==> src/rtl/zx_ram_arbiter_pkg.sv <==
// Shared types for the SDRAM byte-port arbiter slice.
// Arbiter FSM states, requester ids and default address width.
package zx_mem_pkg;

   localparam int ZX_AW = 25;

   typedef enum logic [1:0] {
      ARB_IDLE,
      ARB_ACCESS,
      ARB_DONE
   } arb_state_t;

   typedef enum logic [1:0] {
      ID_DMA,
      ID_TAPE,
      ID_CPU
   } arb_id_t;

endpackage

==> src/rtl/zx_ram_arbiter_if.sv <==
// Requester and SDRAM port bundle around zx_ram_arbiter.
// slave = arbiter side, master = requesters/sram side.
interface zx_ram_arbiter_if #(
   parameter int AW = 25
);
   logic          dma_req;
   logic          dma_we;
   logic [AW-1:0] dma_addr;
   logic [7:0]    dma_din;
   logic          dma_ack;
   logic          tape_req;
   logic [AW-1:0] tape_addr;
   logic          tape_ack;
   logic          cpu_req;
   logic          cpu_we;
   logic [AW-1:0] cpu_addr;
   logic [7:0]    cpu_din;
   logic          cpu_ack;
   logic [7:0]    rdata;
   logic [AW-1:0] mem_addr;
   logic [7:0]    mem_din;
   logic          mem_we;
   logic          mem_rd;
   logic [7:0]    mem_dout;
   logic          busy;

   modport slave (
      input  dma_req, dma_we, dma_addr, dma_din,
      input  tape_req, tape_addr,
      input  cpu_req, cpu_we, cpu_addr, cpu_din,
      input  mem_dout,
      output dma_ack, tape_ack, cpu_ack, rdata,
      output mem_addr, mem_din, mem_we, mem_rd, busy
   );

   modport master (
      output dma_req, dma_we, dma_addr, dma_din,
      output tape_req, tape_addr,
      output cpu_req, cpu_we, cpu_addr, cpu_din,
      output mem_dout,
      input  dma_ack, tape_ack, cpu_ack, rdata,
      input  mem_addr, mem_din, mem_we, mem_rd, busy
   );
endinterface

==> src/rtl/zx_ram_arbiter_pick.sv <==
// Combinational winner select: DMA > tape > CPU,
// except CPU beats tape once the starvation limit is hit.
module zx_arb_pick
   import zx_mem_pkg::*;
(
   input  logic [2:0] reqs_i,
   input  logic       starve_hit_i,
   output logic [2:0] gnt_o
);

   logic dma_w;
   logic tape_w;
   logic cpu_w;

   assign dma_w  = reqs_i[ID_DMA];
   assign tape_w = !dma_w && reqs_i[ID_TAPE]
                 && !(reqs_i[ID_CPU] && starve_hit_i);
   assign cpu_w  = !dma_w && reqs_i[ID_CPU]
                 && (!reqs_i[ID_TAPE] || starve_hit_i);

   always_comb begin
      gnt_o = '0;
      unique case (1'b1)
         dma_w:   gnt_o[ID_DMA]  = 1'b1;
         tape_w:  gnt_o[ID_TAPE] = 1'b1;
         cpu_w:   gnt_o[ID_CPU]  = 1'b1;
         default: gnt_o = '0;
      endcase
   end

endmodule

==> src/rtl/zx_ram_arbiter.sv <==
// Shared SDRAM byte-port sequencer for loader DMA, tape and CPU.
// ZX_RAM_ARB_STATS_EN adds saturating per-requester grant counters.
module zx_ram_arbiter
   import zx_mem_pkg::*;
#(
   parameter int AW             = ZX_AW,
   parameter int ACCESS_CYCLES  = 4,
   parameter int CPU_STARVE_MAX = 2
) (
   input  logic             clk_sys,
   input  logic             cold_reset,
   zx_ram_arbiter_if.slave  bus
`ifdef ZX_RAM_ARB_STATS_EN
   ,
   output logic [15:0]      stat_dma,
   output logic [15:0]      stat_tape,
   output logic [15:0]      stat_cpu
`endif
);

   localparam int CW = $clog2(ACCESS_CYCLES);
   localparam int SW = (CPU_STARVE_MAX < 2) ? 1
                     : $clog2(CPU_STARVE_MAX + 1);

   arb_state_t    state_q, state_d;
   arb_id_t       id_q, id_d;
   logic [CW-1:0] cnt_q, cnt_d;
   logic [SW-1:0] starve_q, starve_d;
   logic [AW-1:0] addr_q, addr_d;
   logic [7:0]    din_q, din_d;
   logic          we_q, we_d;
   logic [7:0]    rdata_q, rdata_d;

   logic [2:0]    reqs;
   logic [2:0]    gnt;
   logic          starve_hit;
   logic          grant_fire;

   assign reqs[ID_DMA]  = bus.dma_req;
   assign reqs[ID_TAPE] = bus.tape_req;
   assign reqs[ID_CPU]  = bus.cpu_req;
   assign starve_hit    = (starve_q == SW'(CPU_STARVE_MAX));
   assign grant_fire    = (state_q == ARB_IDLE) && (|gnt);

   zx_arb_pick u_pick (
      .reqs_i       (reqs),
      .starve_hit_i (starve_hit),
      .gnt_o        (gnt)
   );

   always_ff @(posedge clk_sys or posedge cold_reset) begin
      if (cold_reset) begin
         state_q  <= ARB_IDLE;
         id_q     <= ID_DMA;
         cnt_q    <= '0;
         starve_q <= '0;
         addr_q   <= '0;
         din_q    <= '0;
         we_q     <= 1'b0;
         rdata_q  <= '0;
      end else begin
         state_q  <= state_d;
         id_q     <= id_d;
         cnt_q    <= cnt_d;
         starve_q <= starve_d;
         addr_q   <= addr_d;
         din_q    <= din_d;
         we_q     <= we_d;
         rdata_q  <= rdata_d;
      end
   end

   always_comb begin
      state_d  = state_q;
      id_d     = id_q;
      cnt_d    = cnt_q;
      starve_d = starve_q;
      addr_d   = addr_q;
      din_d    = din_q;
      we_d     = we_q;
      rdata_d  = rdata_q;
      unique case (state_q)
         ARB_IDLE: begin
            if (|gnt) begin
               state_d = ARB_ACCESS;
               cnt_d   = '0;
               unique case (1'b1)
                  gnt[ID_DMA]: begin
                     id_d   = ID_DMA;
                     addr_d = bus.dma_addr;
                     din_d  = bus.dma_din;
                     we_d   = bus.dma_we;
                  end
                  gnt[ID_TAPE]: begin
                     id_d   = ID_TAPE;
                     addr_d = bus.tape_addr;
                     din_d  = '0;
                     we_d   = 1'b0;
                  end
                  gnt[ID_CPU]: begin
                     id_d   = ID_CPU;
                     addr_d = bus.cpu_addr;
                     din_d  = bus.cpu_din;
                     we_d   = bus.cpu_we;
                  end
                  default: ;
               endcase
               // tape wins with CPU waiting: count toward the limit
               if (gnt[ID_TAPE] && bus.cpu_req && !starve_hit)
                  starve_d = starve_q + 1'b1;
               if (gnt[ID_CPU])
                  starve_d = '0;
            end
         end
         ARB_ACCESS: begin
            if (cnt_q == CW'(ACCESS_CYCLES - 1)) begin
               state_d = ARB_DONE;
               if (!we_q)
                  rdata_d = bus.mem_dout;
            end else begin
               cnt_d = cnt_q + 1'b1;
            end
         end
         ARB_DONE: state_d = ARB_IDLE;
         default:  state_d = ARB_IDLE;
      endcase
   end

   assign bus.busy     = (state_q != ARB_IDLE);
   assign bus.mem_we   = (state_q == ARB_ACCESS) && we_q;
   assign bus.mem_rd   = (state_q == ARB_ACCESS) && !we_q;
   assign bus.mem_addr = addr_q;
   assign bus.mem_din  = din_q;
   assign bus.rdata    = rdata_q;
   assign bus.dma_ack  = (state_q == ARB_DONE) && (id_q == ID_DMA);
   assign bus.tape_ack = (state_q == ARB_DONE) && (id_q == ID_TAPE);
   assign bus.cpu_ack  = (state_q == ARB_DONE) && (id_q == ID_CPU);

`ifdef ZX_RAM_ARB_STATS_EN
   logic [15:0] st_q [3];
   logic [15:0] st_d [3];

   always_comb begin
      for (int i = 0; i < 3; i++) begin
         st_d[i] = st_q[i];
         if (grant_fire && gnt[i] && st_q[i] != 16'hFFFF)
            st_d[i] = st_q[i] + 16'd1;
      end
   end

   always_ff @(posedge clk_sys or posedge cold_reset) begin
      if (cold_reset) begin
         for (int i = 0; i < 3; i++) st_q[i] <= '0;
      end else begin
         for (int i = 0; i < 3; i++) st_q[i] <= st_d[i];
      end
   end

   assign stat_dma  = st_q[ID_DMA];
   assign stat_tape = st_q[ID_TAPE];
   assign stat_cpu  = st_q[ID_CPU];
`else
   logic unused_fire;
   assign unused_fire = grant_fire;
`endif

endmodule
==> src/flat_wrapper.sv <==
// flat-port wrapper written by rule: the top's interface ports become plain ports
module zx_ram_arbiter_flat import zx_mem_pkg::*;
#(
   parameter int AW             = ZX_AW,
   parameter int ACCESS_CYCLES  = 4,
   parameter int CPU_STARVE_MAX = 2
)
  (clk_sys, cold_reset, bus_dma_req, bus_dma_we, bus_dma_addr, bus_dma_din, bus_tape_req, bus_tape_addr, bus_cpu_req, bus_cpu_we, bus_cpu_addr, bus_cpu_din, bus_mem_dout, bus_dma_ack, bus_tape_ack, bus_cpu_ack, bus_rdata, bus_mem_addr, bus_mem_din, bus_mem_we, bus_mem_rd, bus_busy);
  zx_ram_arbiter_if #(.AW(AW)) bus_i ();
  input  logic clk_sys;
  input  logic cold_reset;
  input wire logic [$bits(bus_i.dma_req)-1:0] bus_dma_req;
  input wire logic [$bits(bus_i.dma_we)-1:0] bus_dma_we;
  input wire logic [$bits(bus_i.dma_addr)-1:0] bus_dma_addr;
  input wire logic [$bits(bus_i.dma_din)-1:0] bus_dma_din;
  input wire logic [$bits(bus_i.tape_req)-1:0] bus_tape_req;
  input wire logic [$bits(bus_i.tape_addr)-1:0] bus_tape_addr;
  input wire logic [$bits(bus_i.cpu_req)-1:0] bus_cpu_req;
  input wire logic [$bits(bus_i.cpu_we)-1:0] bus_cpu_we;
  input wire logic [$bits(bus_i.cpu_addr)-1:0] bus_cpu_addr;
  input wire logic [$bits(bus_i.cpu_din)-1:0] bus_cpu_din;
  input wire logic [$bits(bus_i.mem_dout)-1:0] bus_mem_dout;
  output wire logic [$bits(bus_i.dma_ack)-1:0] bus_dma_ack;
  output wire logic [$bits(bus_i.tape_ack)-1:0] bus_tape_ack;
  output wire logic [$bits(bus_i.cpu_ack)-1:0] bus_cpu_ack;
  output wire logic [$bits(bus_i.rdata)-1:0] bus_rdata;
  output wire logic [$bits(bus_i.mem_addr)-1:0] bus_mem_addr;
  output wire logic [$bits(bus_i.mem_din)-1:0] bus_mem_din;
  output wire logic [$bits(bus_i.mem_we)-1:0] bus_mem_we;
  output wire logic [$bits(bus_i.mem_rd)-1:0] bus_mem_rd;
  output wire logic [$bits(bus_i.busy)-1:0] bus_busy;
  assign bus_i.dma_req = bus_dma_req;
  assign bus_i.dma_we = bus_dma_we;
  assign bus_i.dma_addr = bus_dma_addr;
  assign bus_i.dma_din = bus_dma_din;
  assign bus_i.tape_req = bus_tape_req;
  assign bus_i.tape_addr = bus_tape_addr;
  assign bus_i.cpu_req = bus_cpu_req;
  assign bus_i.cpu_we = bus_cpu_we;
  assign bus_i.cpu_addr = bus_cpu_addr;
  assign bus_i.cpu_din = bus_cpu_din;
  assign bus_i.mem_dout = bus_mem_dout;
  assign bus_dma_ack = bus_i.dma_ack;
  assign bus_tape_ack = bus_i.tape_ack;
  assign bus_cpu_ack = bus_i.cpu_ack;
  assign bus_rdata = bus_i.rdata;
  assign bus_mem_addr = bus_i.mem_addr;
  assign bus_mem_din = bus_i.mem_din;
  assign bus_mem_we = bus_i.mem_we;
  assign bus_mem_rd = bus_i.mem_rd;
  assign bus_busy = bus_i.busy;
  zx_ram_arbiter #(.AW(AW), .ACCESS_CYCLES(ACCESS_CYCLES), .CPU_STARVE_MAX(CPU_STARVE_MAX)) u_core (.clk_sys(clk_sys), .cold_reset(cold_reset), .bus(bus_i));
endmodule
==> config.mk <==
export PLATFORM = sky130hd
export DESIGN_NAME = zx_ram_arbiter_flat
export DESIGN_NICKNAME = d
export VERILOG_FILES = /design/src/rtl/zx_ram_arbiter_pkg.sv /design/src/rtl/zx_ram_arbiter_if.sv /design/src/rtl/zx_ram_arbiter_pick.sv /design/src/rtl/zx_ram_arbiter.sv /design/src/flat_wrapper.sv
export SDC_FILE = /design/constraint.sdc
export NUM_CORES = 1
export LEC_CHECK = 0
export ABC_AREA = 0
export BUFFER_PORTS_ARGS = -buffer_cell sky130_fd_sc_hd__buf_2
export CAP_MARGIN = 20
export CORE_ASPECT_RATIO = 1.1
export CORE_UTILIZATION = 45
export DETAILED_ROUTE_END_ITERATION = 10
export PLACE_DENSITY = 0.88
export SLEW_MARGIN = 30
export SYNTH_ARGS = -nofsm -noshare
export SYNTH_HDL_FRONTEND = slang
export SYNTH_SLANG_ARGS = --single-unit
==> constraint.sdc <==
create_clock -name clk_sys -period 2 [get_ports clk_sys]
set_input_delay 0 -clock clk_sys [delete_from_list [all_inputs] [get_ports clk_sys]]
set_output_delay 0 -clock clk_sys [all_outputs]
set_load 0.02 [all_outputs]
Word-level counts from Yosys, hierarchy flattened --
Index checks and enable logic that the tools add are counted.
Operators by class: $add $sub $neg 2, eq/ne operators 9, muxes and demuxes 15, bitwise operators 1, reductions and logical operators 30
Operators by type and width (count):
- $pmux 25 s3 | 1
- $pmux 8 s3 | 1
- $logic_and 1x1->1 | 12
- $mux 2 | 6
- $reduce_and 3->1 | 4
- $eq 2x2->1 const B | 4
- $pmux 2 s2 | 2
- $pmux 2 s3 | 1
- $reduce_bool 2->1 | 3
- $logic_not 1->1 | 5
- $add 2x1->2 const B | 2
- $eq 2x1->1 const B | 2
- $logic_not 2->1 | 2
- $ne 2x2->1 const B | 2
- $mux 1 | 3
- $pmux 1 s3 | 1
- $reduce_bool 3->1 | 1
- $reduce_or 3->1 | 1
- $ne 2x1->1 const B | 1
- $reduce_and 2->1 | 1
- $logic_or 1x1->1 | 1
- $not 1->1 | 1
Storage, ports and cells: register bits 50, input port bits 106, output and inout bits 47, word-level logic and storage cells 65

Depth between registers and ports, before layout --
Gate-level depths: netlist of the first run.
depth in word-level cells 9, mapped depth 7, gate-level depth less buffers 5

Cells and area by module --
From an unflattened synthesis of the first run, not the netlist that was laid out.
Second synthesis, totals: cells, all modules 239, area total of the unflattened synthesis 2598.7 µm²
By module, submodules not included:
- zx_ram_arbiter | times used 1, cells each 232, area each 2546.2 µm², seq. area each 1251.2 µm²
- zx_arb_pick | times used 1, cells each 7, area each 52.6 µm², seq. area each 0.0 µm²

Worst setup path after synthesis of the first run --
Ideal clock, no wire load.
path kind reg-to-reg, from register u_core.starve_q[0], to register u_core.addr_q[14] (netlist: u_core.bus.mem_addr[14]), setup time 0.130 ns, arrival time 1.394 ns, required time 1.870 ns, slack 0.476 ns, stages on the path, launching flop included 8, buffers on the path 2, clock period less this slack 1.524 ns, path through dfrtp_1 > inv_1 > ha_1 > nand2b_1 > buf_4 > clkbuf_1 > a32oi_1 > a2bb2oi_2
On the way: cells in the longest elaborated chain, start to end 7, elaborated cells on any way between the ends 12, classes of those cells eq/ne (1); mux (3); reduce/logical (8)
RTL lines:
- start, declared | RTL line zx_ram_arbiter.sv:28 | logic [SW-1:0] starve_q, starve_d;
- start signal, assigned | RTL line zx_ram_arbiter.sv:65 | starve_q <= starve_d;
- $eq 2x2->1 * | RTL line zx_ram_arbiter.sv:42 | assign starve_hit = (starve_q == SW'(CPU_STARVE_MAX));
- $logic_and 1x1->1 | RTL line zx_ram_arbiter_pick.sv:17 | && !(reqs_i[ID_CPU] && starve_hit_i);
- $logic_not 1->1 | RTL line zx_ram_arbiter_pick.sv:17
- $logic_and 1x1->1 | RTL line zx_ram_arbiter_pick.sv:17
- $mux 1 | RTL line zx_ram_arbiter_pick.sv:23 | unique case (1'b1)
- $reduce_bool 3->1 (no line) or $reduce_or 3->1 (tied branches)
- $reduce_and 3->1 (no line)
- end signal, assigned | RTL line zx_ram_arbiter.sv:66 | addr_q <= addr_d;
- end, declared | RTL line zx_ram_arbiter.sv:29 | logic [AW-1:0] addr_q, addr_d;
Every way passes the cells marked *; elsewhere a longest branch is shown, timed or not. A chain may end at the register's enable or synchronous reset.

Final worst setup path of the first run --
from register u_core.starve_q[0], to register u_core.din_q[0] (netlist: u_core.bus.mem_din[0])
On the way: cells in the longest elaborated chain, start to end 7, elaborated cells on any way between the ends 12, classes of those cells eq/ne (1); mux (3); reduce/logical (8)
RTL lines:
- $eq 2x2->1 * | RTL line zx_ram_arbiter.sv:42
- $logic_and 1x1->1 | RTL line zx_ram_arbiter_pick.sv:17
- $logic_not 1->1 | RTL line zx_ram_arbiter_pick.sv:17
- $logic_and 1x1->1 | RTL line zx_ram_arbiter_pick.sv:17
- $mux 1 | RTL line zx_ram_arbiter_pick.sv:23
- $reduce_bool 3->1 (no line) or $reduce_or 3->1 (tied branches)
- $reduce_and 3->1 (no line)
- end signal, assigned | RTL line zx_ram_arbiter.sv:67 | din_q <= din_d;
- end, declared | RTL line zx_ram_arbiter.sv:30 | logic [7:0] din_q, din_d;
Marked as above.

==> results of run 1 <==
worst register-to-register path, stage by stage, from the launching register on:
cell and delay (ns):
dfrtp_1 0.36, inv_1 0.05, ha_1 0.23, nand2b_1 0.18
buf_6 0.17, a32oi_1 0.18, dlygate4sd3_1 0.57, o21ai_1 0.06
sequential cells by signal, indices dropped and copies added (netlist names):
register             cells
u_core.id_q              2
u_core.bus.mem_addr     25
u_core.bus.mem_din       8
u_core.state_q           2
u_core.we_q              1
u_core.bus.rdata         8
u_core.cnt_q             2
u_core.starve_q          2
cells by family after synthesis:
logic type,share of synthesized area [%]
buffers and inverters,6.706
AOI/OAI and AO/OA,33.76
adders and majority gates,0.9123
muxes,4.745
DFF,45.62
and+or+nand+nor,8.258
what timing repair did:
| action | in CTS | in global routing |
|---|---|---|
| gates resized for setup | 0 | 1 |
| hold buffers | 41 | 1 |
| endpoints found under the hold margin | 86 | 1 |
| setup buffers | 0 | 1 |
| endpoints found under the setup margin | 0 | 1 |
power breakdown:
part	internal, mW	total, mW	switching [mW]	leakage [nW]
clock	0.368	0.694	0.326	0.0579
sequential	1.50	1.82	0.320	0.604
combinational	1.25	2.86	1.61	1.22
synth_stat cells (2+ instances only):
cell | number | area share (%)
a32oi_1 | 34 | 11
buf_2 | 9 | 1.6
a2bb2oi_2 | 10 | 5.5
o211ai_1 | 10 | 2.7
nor3b_1 | 3 | 0.82
ha_1 | 2 | 0.91
a2bb2oi_1 | 5 | 1.6
nor2_4 | 2 | 0.82
inv_1 | 3 | 0.41
clkbuf_1 | 7 | 0.96
a311oi_1 | 15 | 4.8
mux2_4 | 8 | 4.4
nor3_1 | 2 | 0.36
inv_2 | 2 | 0.27
nand2_1 | 4 | 0.55
buf_4 | 2 | 0.55
buf_6 | 7 | 2.9
o21ai_0 | 27 | 4.9
o21ai_1 | 4 | 0.73
nand3_1 | 10 | 1.8
and3b_1 | 2 | 0.64
dfrtp_1 | 50 | 46
routing by layer:
metal / global-route usage, % / wire, um / vias to the layer above
met2: 50.78 / 4785 / 186
met1: 32.42 / 3289 / 1410
met4: 16.43 / 369 / 0
met5: 0 / 0 / -
li1: - / - / 1328
met3: 5.683 / 562 / 47
path summary, 6_finish.rpt:
| path | start | to | depth (start not counted) |
|---|---|---|---|
| max reg2reg | u_core.starve_q[0] | u_core.bus.mem_din[0] | 7 |
| min reg2reg | u_core.cnt_q[0] | u_core.cnt_q[0] | 1 |
| min in group asynchronous | cold_reset | u_core.bus.rdata[7] | 4 |
| max in group asynchronous | cold_reset | u_core.starve_q[0] | 4 |
| min | bus_tape_addr[18] | u_core.bus.mem_addr[18] | 3 |
| max | u_core.starve_q[0] | u_core.bus.mem_din[0] | 7 |
cell type report:
class | instances | area, um^2
fill | 446 | 1728
multi-input combinational | 155 | 1310
clock buffer | 5 | 68.82
timing repair buffer | 205 | 1292
sequential | 50 | 1251
inverter | 5 | 18.77
clock inverter | 3 | 40.04
tap | 77 | 96.34
cell usage in the layout, fill, tap and decap left out, types with 2 or more instances in the layout:
cell type      Yosys  layout
a2bb2oi_1          5       5
a2bb2oi_2         10      10
a311oi_1          15      15
a32oi_1           34      34
and3b_1            2       2
buf_12             0       2
buf_2              9     152
buf_4              2       8
clkbuf_8           0       5
clkinv_2           0       2
dfrtp_1           50      50
dlygate4sd3_1      0      42
ha_1               2       2
inv_1              3       2
inv_2              2       3
mux2_4             8       8
nand2_1            4       4
nand3_1           10      10
nor2_4             2       2
nor3_1             2       2
nor3b_1            3       3
o211ai_1          10      10
o21ai_0           27      27
o21ai_1            4       4
==> summary.md, run 1 <==
| Metric | Value |
|---|---|
| Outcome | `finished, final reports clean` |
| Ys async rst share | `100.0%` |
| H-tree Lvls | `2` |
| Shortest period the worst path allows | `1.902 ns` |
| Top Family by Delay on Critical Path | `buffers and inverters` |
| # nets final | `530` |
| Hpwl dp | `5738 um` |
| Mapped Area | `2743 um^2` |
| Worst-margin pin slew | `0.6909 ns` |
| CTS tree | `built` |
| Starting Density | `47.24%` |
| Slew Limit Fails | `0` |
| VDD IR max | `686.5 uV` |
| Final worst-path cycle share | `around 95%` |
| Max cap viols | `0` |
| Setup WS pre-CTS | `0.4349 ns` |
| Sum of buffers and inverters on the critical path | `3` |
| #FFs+latches synth | `50` |
| Die area | `6411 um^2` |
| Largest net degree at the start of global routing | `51` |
| Skew final | `0.006797 ns` |
| Crit Path Category | `reg -> reg` |
| Initial antenna violation count | `0` |
| R2r setup slk | `0.1 ns` |
| Dpl cells | `449` |
| Tot Pwr | `~5.4 mW` |
| Number of flops mapped to enable cells by yosys | `0` |
| Clk slew on worst S/H paths | `0.08 ns` |
| Vias in the first global route | `3096` |
| Core ar. | `5806 um^2` |
| Detail-routed via count per cell | `approximately 5.9` |
| Hold/Removal Path Class | `in -> reg` |
| Post-synthesis area per instance | `around 12 um^2` |
| Final Worst Setup Slack | `approximately 0.1 ns` |
| Hold Violations, Final | `0` |
| CTS Root Cell | `clkbuf_8` |
| CP max FO | `15` |
| CTS sink count | `50` |
| Finish-stage setup viols | `0` |
| FMAX | `0.5257 GHz` |
| I/O pin cnt | `153` |
| Crit. End Element | `register` |
| DP Area | `3537 um^2` |
| Worst Hold Slack | `0.006285 ns` |
| Final Cell Area | `4078 um^2` |
| Max-slew headroom at the worst pin | `53.85%` |
| Clk Latency, worst-skew pair | `0.30 ns` |
| Inserted Diodes | `0` |
| CP max-delay cell | `dlygate4sd3_1` |
| Final Wtd Congestion | `between 0.7 and 0.8` |
| CP arrival | `2.08 ns` |
| Seq/Total Area, Yosys | `a little under half` |
| Power per Cell Area | `approximately 1300 nW/um^2` |
| GRT Util Overall | `28.87%` |
| Share of layout cells above drive strength 1 | `47.99%` |
| Routed len/inst | `18.01 um` |
| Cell Count, Final, Fillers Out | `500` |
| Port Buf Inserts | `152` |
| RSZ-0062 raised after global routing | `false` |
| Clk buf depth | `2` |
| Cells after synthesis | `roughly 240` |
| # DRC | `0` |
| First-pass GRT wire length | `14570 um` |
| Row Count | `29` |
| Yosys cell types | `39` |
| Die Y | `83.88 um` |
| Syn-to-layout area delta | `48.68%` |
| Pre-antenna DRT Iters | `5` |
| Grt total ovfl | `0` |
| CP Data Required Time | `2.18 ns` |
| Number of buffers created by CTS | `5` |
| Post-Route WL | `9006 um` |
| Remaining antenna violation count | `0` |
| Yosys warning count | `0` |
| Post-route setup TNS | `0 ns` |
| Initial DRC Count | `259` |
| Synth Net Count | `343` |
| Crit start category | `register` |
| Via Count | `2971` |
| Largest stage delay, worst path | `around 0.57 ns` |
| Die X | `approximately 76 um` |
| CP Cell Sequence | `inv_1, ha_1, nand2b_1, buf_6, a32oi_1, dlygate4sd3_1, o21ai_1` |
| Lkg Pwr | `roughly 1.9 nW` |
| Top_reg_cell synth | `dfrtp_1` |
| Fin util | `approximately 70%` |
Power figures use the tool's default switching activity.
==> inputs of run 2 (changes only) <==
==> constraint.sdc (replaced) <==
create_clock -name clk_sys -period 2 [get_ports clk_sys]
set_input_delay 0.3 -clock clk_sys [delete_from_list [all_inputs] [get_ports clk_sys]]
set_output_delay 0.3 -clock clk_sys [all_outputs]
set_load 0.02 [all_outputs]
==> run 2 against run 1 <==
  * Global-route usage fell by 4.6 points
  * First-iteration DRC count down 60%
  * Critical path depth fell by 4
  * Fmax is 5.2% higher
  * Final area down 10%
  * Clock-buffer cell count did not move
  * Cell count fell by 8.0%
  * Clock power decreased by 12%
  * Clock skew shrank 0.0020 ns
  * Routed wire length decreased by 14%
==> summary.md, run 2 (synthesis gave the netlist of run 1 again) <==
| Metric | Value |
|---|---|
| Reg2reg path depth | `6` |
| First-pass GRT wire length | `around 12000 um` |
| Capturing point of the worst reg2reg path | `u_core.bus.mem_addr[13]` |
| Vias in the first global route | `2607` |
| Outcome | `finished, final reports clean` |
| Port Buf Inserts | `152` |
| DP Area | `3572 um^2` |
| Remaining antenna violation count | `0` |
| Final Wtd Congestion | `0.7852` |
| Die X | `76.44 um` |
| VDD IR max | `714.4 uV` |
| Final worst-path cycle share | `roughly nine tenths` |
| Skew final | `0.004759 ns` |
| # DRC | `0` |
| CTS tree | `built` |
| Grt total ovfl | `0` |
| Crit. End Element | `primary output` |
| CP Cell Sequence | `or2b_1, nor3b_1, buf_2` |
| Number of buffers created by CTS | `5` |
| # nets final | `490` |
| Detail-routed via count per cell | `5.893` |
| Share of layout cells above drive strength 1 | `53.52%` |
| Slew Limit Fails | `0` |
| I/O pin cnt | `153` |
| CP Data Required Time | `between 1.5 and 2 ns` |
| CP max FO | `7` |
| R2r setup slk | `0.44 ns` |
| Fin util | `63.19%` |
| Max cap viols | `0` |
| Starting Density | `between 40% and 50%` |
| CP max-delay cell | `dfrtp_1` |
| Post-Route WL | `7722 um` |
| Final Cell Area | `3669 um^2` |
| Lkg Pwr | `1.704 nW` |
| Commonest non-fill, non-tap cells in the layout | `buf_2 (152), dfrtp_1 (50), a32oi_1 (34)` |
| RSZ-0062 raised after global routing | `false` |
| FMAX | `between 0.5 and 0.6 GHz` |
| R2r startpoint | `u_core.starve_q[0]` |
| Pre-antenna DRT Iters | `4` |
| Crit Path Category | `reg -> out` |
| Row Count | `29` |
| Worst Hold Slack | `0.02255 ns` |
| Inserted Diodes | `0` |
| CTS Root Cell | `clkbuf_8` |
| Routed len/inst | `16.79 um` |
| Largest stage delay, worst path | `0.50 ns` |
| Power per Cell Area | `around 1400 nW/um^2` |
| CP arrival | `approximately 1.5 ns` |
| Hold/Removal Path Class | `in -> async` |
| Most common cell after layout, fill and taps aside | `buf_2` |
| H-tree Lvls | `2` |
| Post-route setup TNS | `0 ns` |
| Crit start category | `register` |
| Die area | `around 6400 um^2` |
| Worst-margin pin slew | `0.5329 ns` |
| Core ar. | `5806 um^2` |
| Via Count | `2711` |
| Max reg flops | `25` |
| Largest net degree at the start of global routing | `39` |
| Clk buf depth | `2` |
| Max-slew headroom at the worst pin | `64.42%` |
| Initial DRC Count | `104` |
| Finish-stage setup viols | `0` |
| CTS sink count | `50` |
| Clk slew on worst S/H paths | `0.10 ns` |
| Initial antenna violation count | `0` |
| GRT Util Overall | `24.27%` |
| Hpwl dp | `5698 um` |
| Hold Violations, Final | `0` |
| Die Y | `between 80 and 90 um` |
| Shortest period the worst path allows | `1.809 ns` |
| Post-CTS setup buffers | `0` |
| Syn-to-layout area delta | `33.76%` |
| Clk Latency, worst-skew pair | `0.30 ns` |
-- run 2: cell types whose count changed in the layout (fill, tap and decap cells not counted), sizes merged --
cell         change
dlygate4sd3     -42
buf              +2
bufinv           -1
clkinv           -1
clkinvlp         +1
inv              +1
-- run 2: routing by layer --
metal / GRT usage (%) / vias up / wire length (um)
met1: 30.62 / 1319 / 3097
met2: 41.93 / 132 / 4052
met3: 4.590 / 12 / 457
li1: - / 1248 / -
met5: 0 / - / 0
met4: 7.517 / 0 / 115
-- run 2: worst max-delay path by stage --
stage                            from                endpoint  slack (ns)  depth (start not counted)
finish              u_core.state_q[1]            bus_tape_ack        0.19                          3
global route        u_core.state_q[1]            bus_tape_ack        0.12                          3
CTS                 u_core.state_q[0]                bus_busy        0.06                          3
detailed placement        bus_cpu_req  u_core.bus.mem_addr[2]        0.39                          5
global placement    u_core.state_q[0]  u_core.bus.mem_addr[7]        0.48                          5
floorplan           u_core.state_q[1]            bus_tape_ack        0.46                          2
-- run 2: worst max-delay path: cells and delay by family (launching register included) --
family	cells	cell delay [ns]
simple gates	2	0.51
flops	1	0.50
buf+inv	1	0.20
-- run 2: layout make-up --
type	instances	area (um^2)
multi-input combinational	155	1310
sequential	50	1251
clock buffer	5	68.82
fill	495	2137
inverter	5	21.27
clock inverter	3	25.02
tap	77	96.34
timing repair buffer	165	895.9
-- run 2: stage by stage --
step           power (mW)  cells  worst slack [ns]
2_1_floorplan       3.750    235            0.4628
3_3_place_gp        4.505    452            0.4770
3_5_place_dp        4.613    452            0.3907
4_1_cts             5.230    460           0.05546
5_1_grt             5.536    460            0.1193
6_report            5.204    460            0.1912
-- run 2: what timing repair did --
action,CTS,global route
endpoints found under the setup margin,0,1
hold buffers,0,0
resized for setup,0,2
-- run 2: power breakdown --
group	switching [mW]	leakage, nW	internal [mW]	total [mW]
logic	1.56	1.06	1.21	2.77
clock network	0.356	0.0447	0.253	0.610
registers	0.323	0.604	1.50	1.82
total	2.24	1.70	2.96	5.20
